<file path="src/rtl/exe_result_collector.sv">
// Buffers qualified (result, status) pairs in a show-ahead FIFO with 1-cycle write-to-read latency; drains over valid/ready.
// When full and not popped, a new entry is dropped and counted; sticky status collects every valid status word.
module exe_result_collector #(
   parameter int m     = 4,
   parameter int DEPTH = 4,
   parameter int CW    = 8
) (
   input  logic                     i_clk,
   input  logic                     i_rsn,
   input  logic                     i_valid,
   input  logic [m-1:0]             i_result,
   input  logic [3:0]               i_status,
   input  logic                     i_ready,
   input  logic                     i_clr_sticky,
   output logic                     o_valid,
   output logic [m-1:0]             o_result,
   output logic [3:0]               o_status,
   output logic [$clog2(DEPTH):0]   o_count,
   output logic                     o_full,
   output logic                     o_empty,
   output logic [3:0]               o_sticky,
   output logic                     o_drop,
   output logic [CW-1:0]            o_drop_cnt
);
   localparam int AW   = $clog2(DEPTH);
   localparam int CNTW = AW + 1;

   logic [m+3:0]  mem [DEPTH];
   logic [AW-1:0] rd_ptr;
   logic [AW-1:0] wr_ptr;
   logic          push;
   logic          pop;
   logic          drop;

   assign o_empty = (o_count == '0);
   assign o_full  = (o_count == CNTW'(DEPTH));
   assign o_valid = !o_empty;
   assign pop     = o_valid && i_ready;
   assign push    = i_valid && (!o_full || pop);
   assign drop    = i_valid && o_full && !pop;

   // Head is driven to zero while empty so stale storage never leaks out.
   assign {o_result, o_status} = o_valid ? mem[rd_ptr] : '0;

   always_ff @(posedge i_clk) begin
      if (push) begin
         mem[wr_ptr] <= {i_result, i_status};
      end
   end

   always_ff @(posedge i_clk or negedge i_rsn) begin
      if (!i_rsn) begin
         rd_ptr     <= '0;
         wr_ptr     <= '0;
         o_count    <= '0;
         o_sticky   <= '0;
         o_drop     <= 1'b0;
         o_drop_cnt <= '0;
      end else begin
         if (push) begin
            wr_ptr <= wr_ptr + AW'(1);
         end
         if (pop) begin
            rd_ptr <= rd_ptr + AW'(1);
         end
         case ({push, pop})
            2'b10:   o_count <= o_count + CNTW'(1);
            2'b01:   o_count <= o_count - CNTW'(1);
            default: o_count <= o_count;
         endcase

         o_drop <= drop;
         if (drop && (o_drop_cnt != '1)) begin
            o_drop_cnt <= o_drop_cnt + CW'(1);
         end

         // A clear coinciding with a new status keeps the new event.
         if (i_valid) begin
            o_sticky <= (i_clr_sticky ? 4'b0000 : o_sticky) | i_status;
         end else if (i_clr_sticky) begin
            o_sticky <= '0;
         end
      end
   end
endmodule

</file>
<file path="config.mk">
export PLATFORM = sky130hd
export DESIGN_NAME = exe_result_collector
export DESIGN_NICKNAME = d
export VERILOG_FILES = /design/src/rtl/exe_result_collector.sv
export SDC_FILE = /design/constraint.sdc
export NUM_CORES = 1
export LEC_CHECK = 0
export CORE_ASPECT_RATIO = 0.8
export CORE_MARGIN = 10
export CORE_UTILIZATION = 45
export DETAILED_ROUTE_END_ITERATION = 10
export HOLD_SLACK_MARGIN = 0.12
export PLACE_DENSITY = 0.7
export SETUP_SLACK_MARGIN = 0.05
export SYNTH_ARGS = -nofsm -noshare
export SYNTH_HDL_FRONTEND = slang
export SYNTH_SLANG_ARGS = --single-unit
</file>
<file path="constraint.sdc">
create_clock -name i_clk -period 3.06 [get_ports i_clk]
set_input_delay 0.612 -clock i_clk [delete_from_list [all_inputs] [get_ports i_clk]]
set_output_delay 0.612 -clock i_clk [all_outputs]
set_load 0.05 [all_outputs]
</file>
==> flow_metrics.env, run 1 <==
export IMPL_pwr_share_comb_pct=49.0
export IMPL_crit_chain="or3_1, clkdlybuf4s50_1"
export IMPL_outcome="complete, no violations"
export IMPL_cts_hold_buf=0
export IMPL_yosys_area_top_type="edfxtp_1"
export IMPL_power_per_cell_area_nw_per_um2=976.3
export IMPL_postSynthAreaPerCell_um2=14.34
export IMPL_synth_cell_type_count=36
export IMPL_cts_buffers=5
export IMPL_place_congestion=0.8298
export IMPL_htreeDepth=2
export IMPL_antenna_found_initial=0
export IMPL_final_nets=222
export IMPL_netlist_area_um2=2308
export IMPL_power_total_mw=2.806
export IMPL_setup_worst_path_start_class="flip-flop"
export IMPL_whs_ns=0.5271
export IMPL_swShare_pct=42.30
export IMPL_antenna_cells=0
export IMPL_max_slew_worst_pin_slew_ns=0.9409
export IMPL_ys_seq_area_share_pct=63.31
export IMPL_hp_start="o_sticky[3]"
export IMPL_grt_use_total_pct=11.39
export IMPL_synth_top_area_share_pct=41.63
export IMPL_dr_first_iter_drc_count=156
export IMPL_portBuffers=39
export IMPL_setup_viol=0
export IMPL_layout_drive_gt1_share_pct=11.27
export IMPL_rows=23
export IMPL_crit_fanout=12
export IMPL_fp_dieH_um=84.06
export IMPL_grt_pass1_wl_um=7610
export IMPL_hpwl_um=3384
export IMPL_tns_ns=0
export IMPL_route_detailed_drc=0
export IMPL_pre_cts_slack_ns=0.3816
export IMPL_crit_start="o_count[0]"
export IMPL_synthCells=161
export IMPL_hold_path_end="o_sticky[3]"
export IMPL_syn2layout_area_growth_pct=24.50
export IMPL_cts_sinks=52
export IMPL_min_period_over_period_pct=90.91
export IMPL_grt_overflow=0
export IMPL_critPathBufInv=1
export IMPL_synth_common_cells="32 x edfxtp_1, 20 x dfrtp_1, 13 x and2_1"
export IMPL_yosysWarnings=0
export IMPL_fin_skew_ns=0.009075
export IMPL_fp_dieW_um=100.1
export IMPL_rsz0062_at_grt="no"
export IMPL_endpoint_kind="primary output"
export IMPL_clkPwrFrac_pct=13.8
export IMPL_synth_area_leaders="edfxtp_1 42%, dfrtp_1 22%, mux4_2 7.8%"
export IMPL_crit_family="buffers and inverters"
export IMPL_grt_pass1_vias=1510
export IMPL_ys_ff_latch=52
export IMPL_synthFlopType="edfxtp_1"
export IMPL_dr_pass1_iters=4
export IMPL_max_slew_margin_pct=37.08
export IMPL_start_util_pct=46.37
export IMPL_internal_power_mw=1.619
export IMPL_synth_edf_count=32
export IMPL_clk_pin_slew_ns=0.09
export IMPL_power_leakage_nw=1.174
export IMPL_crit_path_max_incr_delay_ns=0.77
export IMPL_regToRegEndpoint="o_count[1]"
export IMPL_peakVddDrop_uv=660.6
export IMPL_die_area_um2=8412
export IMPL_vias_per_cell=5.143
export IMPL_syn_nets=180
export IMPL_min_path_type="reg -> reg"
export IMPL_p_sw_mw=1.187
export IMPL_vias=1368
export IMPL_critPathRequiredTime_ns=2.45
export IMPL_rrSetupSlack_ns=0.47
export IMPL_slew_viol_final=0
export IMPL_cts_tree="done"
export IMPL_power_frac_seq_pct=37.3
export IMPL_finalHoldViolCount=0
export IMPL_clk_latency_ns=0.30
export IMPL_reg2reg_depth=8
export IMPL_avgRoutedWirePerCell_um=17.37
export IMPL_grt_max_degree=21
export IMPL_ios=40
export IMPL_fin_crit_ns=2.782
export IMPL_synth_most_common_cell="edfxtp_1"
export IMPL_antenna_left=0
export IMPL_cts_buffer_depth=2
export IMPL_max_cap_violations=0
export IMPL_synthArstFlopShare_pct=38.46
export IMPL_max_freq_mhz=359.5
export IMPL_core_area_um2=4979
export IMPL_clock_tree_root_cell="clkbuf_8"
export IMPL_path_class="reg -> out"
export IMPL_critical_path_slowest_cell="clkdlybuf4s50_1"
export IMPL_routed_wl_um=4620
export IMPL_crit_arrival_ns=2.17
export IMPL_holdPathStages=2
export IMPL_reg2reg_from="o_count[0]"
export IMPL_timing_final_ws_setup_ns=0.2781
[sequential cells by signal, summed over array words and instances (netlist names)]
signal / flops
rd_ptr: 2
o_count: 3
o_drop_cnt: 8
o_sticky: 4
o_drop: 1
wr_ptr: 2
mem: 32
[placed cells by master, fill, tap and decap left out, drive strengths merged, types with 2 or more instances in the layout]
| cell | count |
|---|---|
| edfxtp | 32 |
| clkdlybuf4s50 | 30 |
| dfrtp | 20 |
| and2 | 14 |
| inv | 11 |
| o21ai | 10 |
| nand2 | 9 |
| dlymetal6s2s | 9 |
| mux4 | 8 |
| clkbuf | 7 |
| nor2 | 5 |
| xnor2 | 5 |
| ha | 5 |
| nand4 | 4 |
| mux2 | 4 |
| nand3 | 3 |
| xor2 | 3 |
| buf | 3 |
| a31oi | 2 |
| mux2i | 2 |
| a21oi | 2 |
| nand2b | 2 |
| nor3 | 2 |
| nor4b | 2 |
[repair_timing]
item / 4_1_cts / 5_1_grt
endpoints found under the setup margin: 0 / 9
setup buffers: 0 / 0
gates resized for setup: 0 / 9
[worst max path at each step]
stage	endpoint	slack, ns	depth (start not counted)
finish	o_valid	0.28	2
global route	o_valid	0.17	2
CTS	o_result[2]	0.12	3
detailed placement	o_count[1]	0.38	8
global placement	o_count[1]	0.43	8
floorplan	o_result[0]	0.38	3
[metal layers]
| metal | GRT usage (%) | routed length [um] |
|---|---|---|
| met1 | 13.00 | 1931 |
| met2 | 18.32 | 2348 |
| met3 | 5.215 | 287 |
| met4 | 3.974 | 53 |
| met5 | 0 | 0 |
[metrics by stage]
step | utilization [%] | instances | instance area [um2]
floorplan | - | 161 | 2308
global placement | 55.47 | 258 | 2761
detailed placement | 55.47 | 258 | 2761
CTS | 57.28 | 266 | 2851
global route | 57.73 | 266 | 2874
finish | 57.73 | 266 | 2874
[worst min-delay path: stages (launching register included)]
cell	delay (ns)
dfrtp_1	0.39
inv_1	0.05
o21ai_0	0.06
[logic make-up (layout without fill, tap and decap cells)]
kind of cell	after synthesis	in the layout	synth area share, %
AND/OR/NAND/NOR	45	45	11.44
flip-flops	52	52	63.31
AO/OA/AOI/OAI	18	18	4.607
XOR/XNOR	8	8	3.035
multiplexers	14	14	10.62
buffers and inverters	18	61	3.414
adder cells (fa/ha/maj)	6	6	3.577
[final cells by class]
class | count | area [um2]
fill | 408 | 2105
sequential | 52 | 1461
multi-input combinational | 91 | 768.2
timing repair buffer | 42 | 435.4
clock buffer | 7 | 86.33
tap | 62 | 77.57
inverter | 11 | 41.29
clock inverter | 1 | 3.754
[power groups by stage]
stage	Combinational (mW)	Sequential, mW	Clock [mW]
2_1_floorplan	0.883	1.14	0
3_3_place_gp	1.38	1.04	0
3_5_place_dp	1.40	1.06	0
4_1_cts	1.41	1.05	0.399
5_1_grt	1.47	1.06	0.435
6_report	1.37	1.05	0.386
Note: power is estimated with default switching activity, not from simulation.
==> run 2: changes to the inputs <==
--- a/config.mk
+++ b/config.mk
@@ -10,7 +10,7 @@
 export CORE_UTILIZATION = 45
 export DETAILED_ROUTE_END_ITERATION = 10
 export HOLD_SLACK_MARGIN = 0.12
-export PLACE_DENSITY = 0.7
+export PLACE_DENSITY = 0.76
 export SETUP_SLACK_MARGIN = 0.05
 export SYNTH_ARGS = -nofsm -noshare
 export SYNTH_HDL_FRONTEND = slang
==> flow_metrics.env, run 2 (synthesis results as in run 1) <==
export IMPL_outcome="complete, no violations"
export IMPL_layout_drive_gt1_share_pct=14.35
export IMPL_endpoint_kind="primary output"
export IMPL_avgRoutedWirePerCell_um=16.73
export IMPL_place_congestion=0.7817
export IMPL_antenna_left=0
export IMPL_die_area_um2=8412
export IMPL_pwr_share_comb_pct=50.1
export IMPL_ios=40
export IMPL_syn2layout_area_growth_pct=25.04
export IMPL_largest_register_ffs=32
export IMPL_slew_viol_final=0
export IMPL_final_nets=227
export IMPL_max_slew_margin_pct=65.47
export IMPL_grt_max_degree=21
export IMPL_max_slew_worst_pin_slew_ns=0.5164
export IMPL_top_register="mem"
export IMPL_post_cts_buffers=0
export IMPL_swShare_pct=43.06
export IMPL_grt_pass1_wl_um=7603
export IMPL_cts_hold_buf=0
export IMPL_dr_pass1_iters=4
export IMPL_vias=1402
export IMPL_crit_arrival_ns=2.18
export IMPL_rsz0062_at_grt="no"
export IMPL_route_detailed_drc=0
export IMPL_core_area_um2=4979
export IMPL_clk_pin_slew_ns=0.09
export IMPL_cts_tree="done"
export IMPL_dr_first_iter_drc_count=85
export IMPL_max_freq_mhz=357.6
export IMPL_setup_viol=0
export IMPL_top_regs="mem: 32 flops, o_drop_cnt: 8 flops, o_sticky: 4 flops"
export IMPL_met2_usage_pct=19.20
export IMPL_crit_end="o_result[0]"
export IMPL_cts_sinks=52
export IMPL_power_frac_seq_pct=35.9
export IMPL_critPathRequiredTime_ns=2.45
export IMPL_final_cell_mix="33 x clkdlybuf4s50_1, 32 x edfxtp_1, 20 x dfrtp_1, 13 x and2_1, 11 x inv_1"
export IMPL_tns_ns=0
export IMPL_critical_path_slowest_cell="clkdlybuf4s50_1"
export IMPL_grt_busiest_layer="met2"
export IMPL_rows=23
export IMPL_p_sw_mw=1.210
export IMPL_antenna_cells=0
export IMPL_setup_worst_path_start_class="flip-flop"
export IMPL_min_path_type="reg -> reg"
export IMPL_reg2reg_depth=8
export IMPL_path_class="reg -> out"
export IMPL_grt_use_total_pct=11.29
export IMPL_rrSetupSlack_ns=0.65
export IMPL_crit_fanout=5
export IMPL_internal_power_mw=1.601
export IMPL_power_total_mw=2.811
export IMPL_fp_dieH_um=84.06
export IMPL_hpwl_um=3364
export IMPL_crit_start="rd_ptr[0]"
export IMPL_vias_per_cell=5.173
export IMPL_min_period_over_period_pct=91.38
export IMPL_portBuffers=39
export IMPL_clkPwrFrac_pct=14.0
export IMPL_power_leakage_nw=1.120
export IMPL_fin_cells=271
export IMPL_htreeDepth=2
export IMPL_mostFrequentLayoutCell="clkdlybuf4s50_1"
export IMPL_fin_skew_ns=0.007581
export IMPL_grtUsageMet3_pct=3.891
export IMPL_crit_path_max_incr_delay_ns=0.70
export IMPL_grt_overflow=0
export IMPL_regToRegEndpoint="o_count[1]"
export IMPL_cts_buffers=5
export IMPL_cts_buffer_depth=2
export IMPL_grt_use_met1_pct=13.12
export IMPL_peakVddDrop_uv=840.0
export IMPL_antenna_found_initial=0
export IMPL_grt_pass1_vias=1501
export IMPL_clk_latency_ns=0.30
export IMPL_routed_wl_um=4533
export IMPL_max_cap_violations=0
export IMPL_start_util_pct=46.37
export IMPL_fp_dieW_um=100.1
export IMPL_reg2reg_from="o_count[0]"
export IMPL_place_inst=263
export IMPL_fin_crit_ns=2.796
export IMPL_crit_chain="mux4_2, and2_1, clkdlybuf4s50_1"
export IMPL_clock_tree_root_cell="clkbuf_8"
export IMPL_finalHoldViolCount=0
export IMPL_power_per_cell_area_nw_per_um2=973.9
[run 2: cell types whose count changed in the layout (fill, tap and decap cells not counted), sizes merged]
| cell | before | now |
|---|---|---|
| buf | 3 | 8 |
| dlymetal6s2s | 9 | 1 |
| clkdlybuf4s50 | 30 | 33 |
| dlygate4sd2 | 0 | 5 |
| inv | 11 | 12 |
| clkinv | 1 | 2 |
| clkbuf | 7 | 5 |
[run 2: metal layers]
layer	share of wire, %	vias up
li1	-	672
met1	41	687
met2	51	39
met3	6.3	4
met4	0.86	0
met5	0	-
[run 2: how the worst min path moves through the flow]
stage | startpoint | endpoint | depth (start not counted)
after CTS | o_drop_cnt[7] | o_drop_cnt[7] | 1
final | o_drop_cnt[7] | o_drop_cnt[7] | 1
after global routing | o_drop_cnt[7] | o_drop_cnt[7] | 1
after detailed placement | o_drop_cnt[7] | o_drop_cnt[7] | 1
after floorplan | i_rsn | o_count[0] | 0
after global placement | o_drop_cnt[7] | o_drop_cnt[7] | 1
[run 2: metrics by stage]
| step | setup WS, ns | utilization [%] | hold WS, ns | cell area (um2) |
|---|---|---|---|---|
| 2_1_floorplan | 0.3762 | - | 0.3164 | 2308 |
| 6_report | 0.2638 | 57.98 | 0.5335 | 2887 |
| 3_3_place_gp | 0.4177 | 56.22 | 0.5141 | 2799 |
| 5_1_grt | 0.1581 | 57.98 | 0.5566 | 2887 |
| 3_5_place_dp | 0.3496 | 56.22 | 0.5104 | 2799 |
| 4_1_cts | 0.05259 | 57.93 | 0.5324 | 2884 |
[run 2: repair_timing]
action                                 in CTS  in global routing
setup endpoints to repair                   5                  1
resized for setup                           5                  1
endpoints found under the hold margin       0                  0
[run 2: worst max-delay path, delay by kind of cell (launching register included)]
kind          cells  cell delay [ns]
buf+inv           1             0.70
flops             1             0.48
mux               1             0.54
simple gates      1             0.17
[run 2: final cells by class]
type / instances / area, um2
well taps: 62 / 77.57
clock buffers: 5 / 68.82
inverters: 11 / 41.29
clock inverters: 3 / 22.52
multi-input cells: 91 / 768.2
repair buffers: 47 / 446.7
flip-flops and latches: 52 / 1461
fillers: 397 / 2092
[run 2: power by group through the flow]
| stage | clock [mW] | combinational (mW) | sequential, mW |
|---|---|---|---|
| after floorplan | 0 | 0.883 | 1.14 |
| after global placement | 0 | 1.43 | 1.02 |
| after detailed placement | 0 | 1.47 | 1.03 |
| after CTS | 0.404 | 1.43 | 1.01 |
| after global routing | 0.433 | 1.51 | 1.03 |
| final | 0.393 | 1.41 | 1.01 |
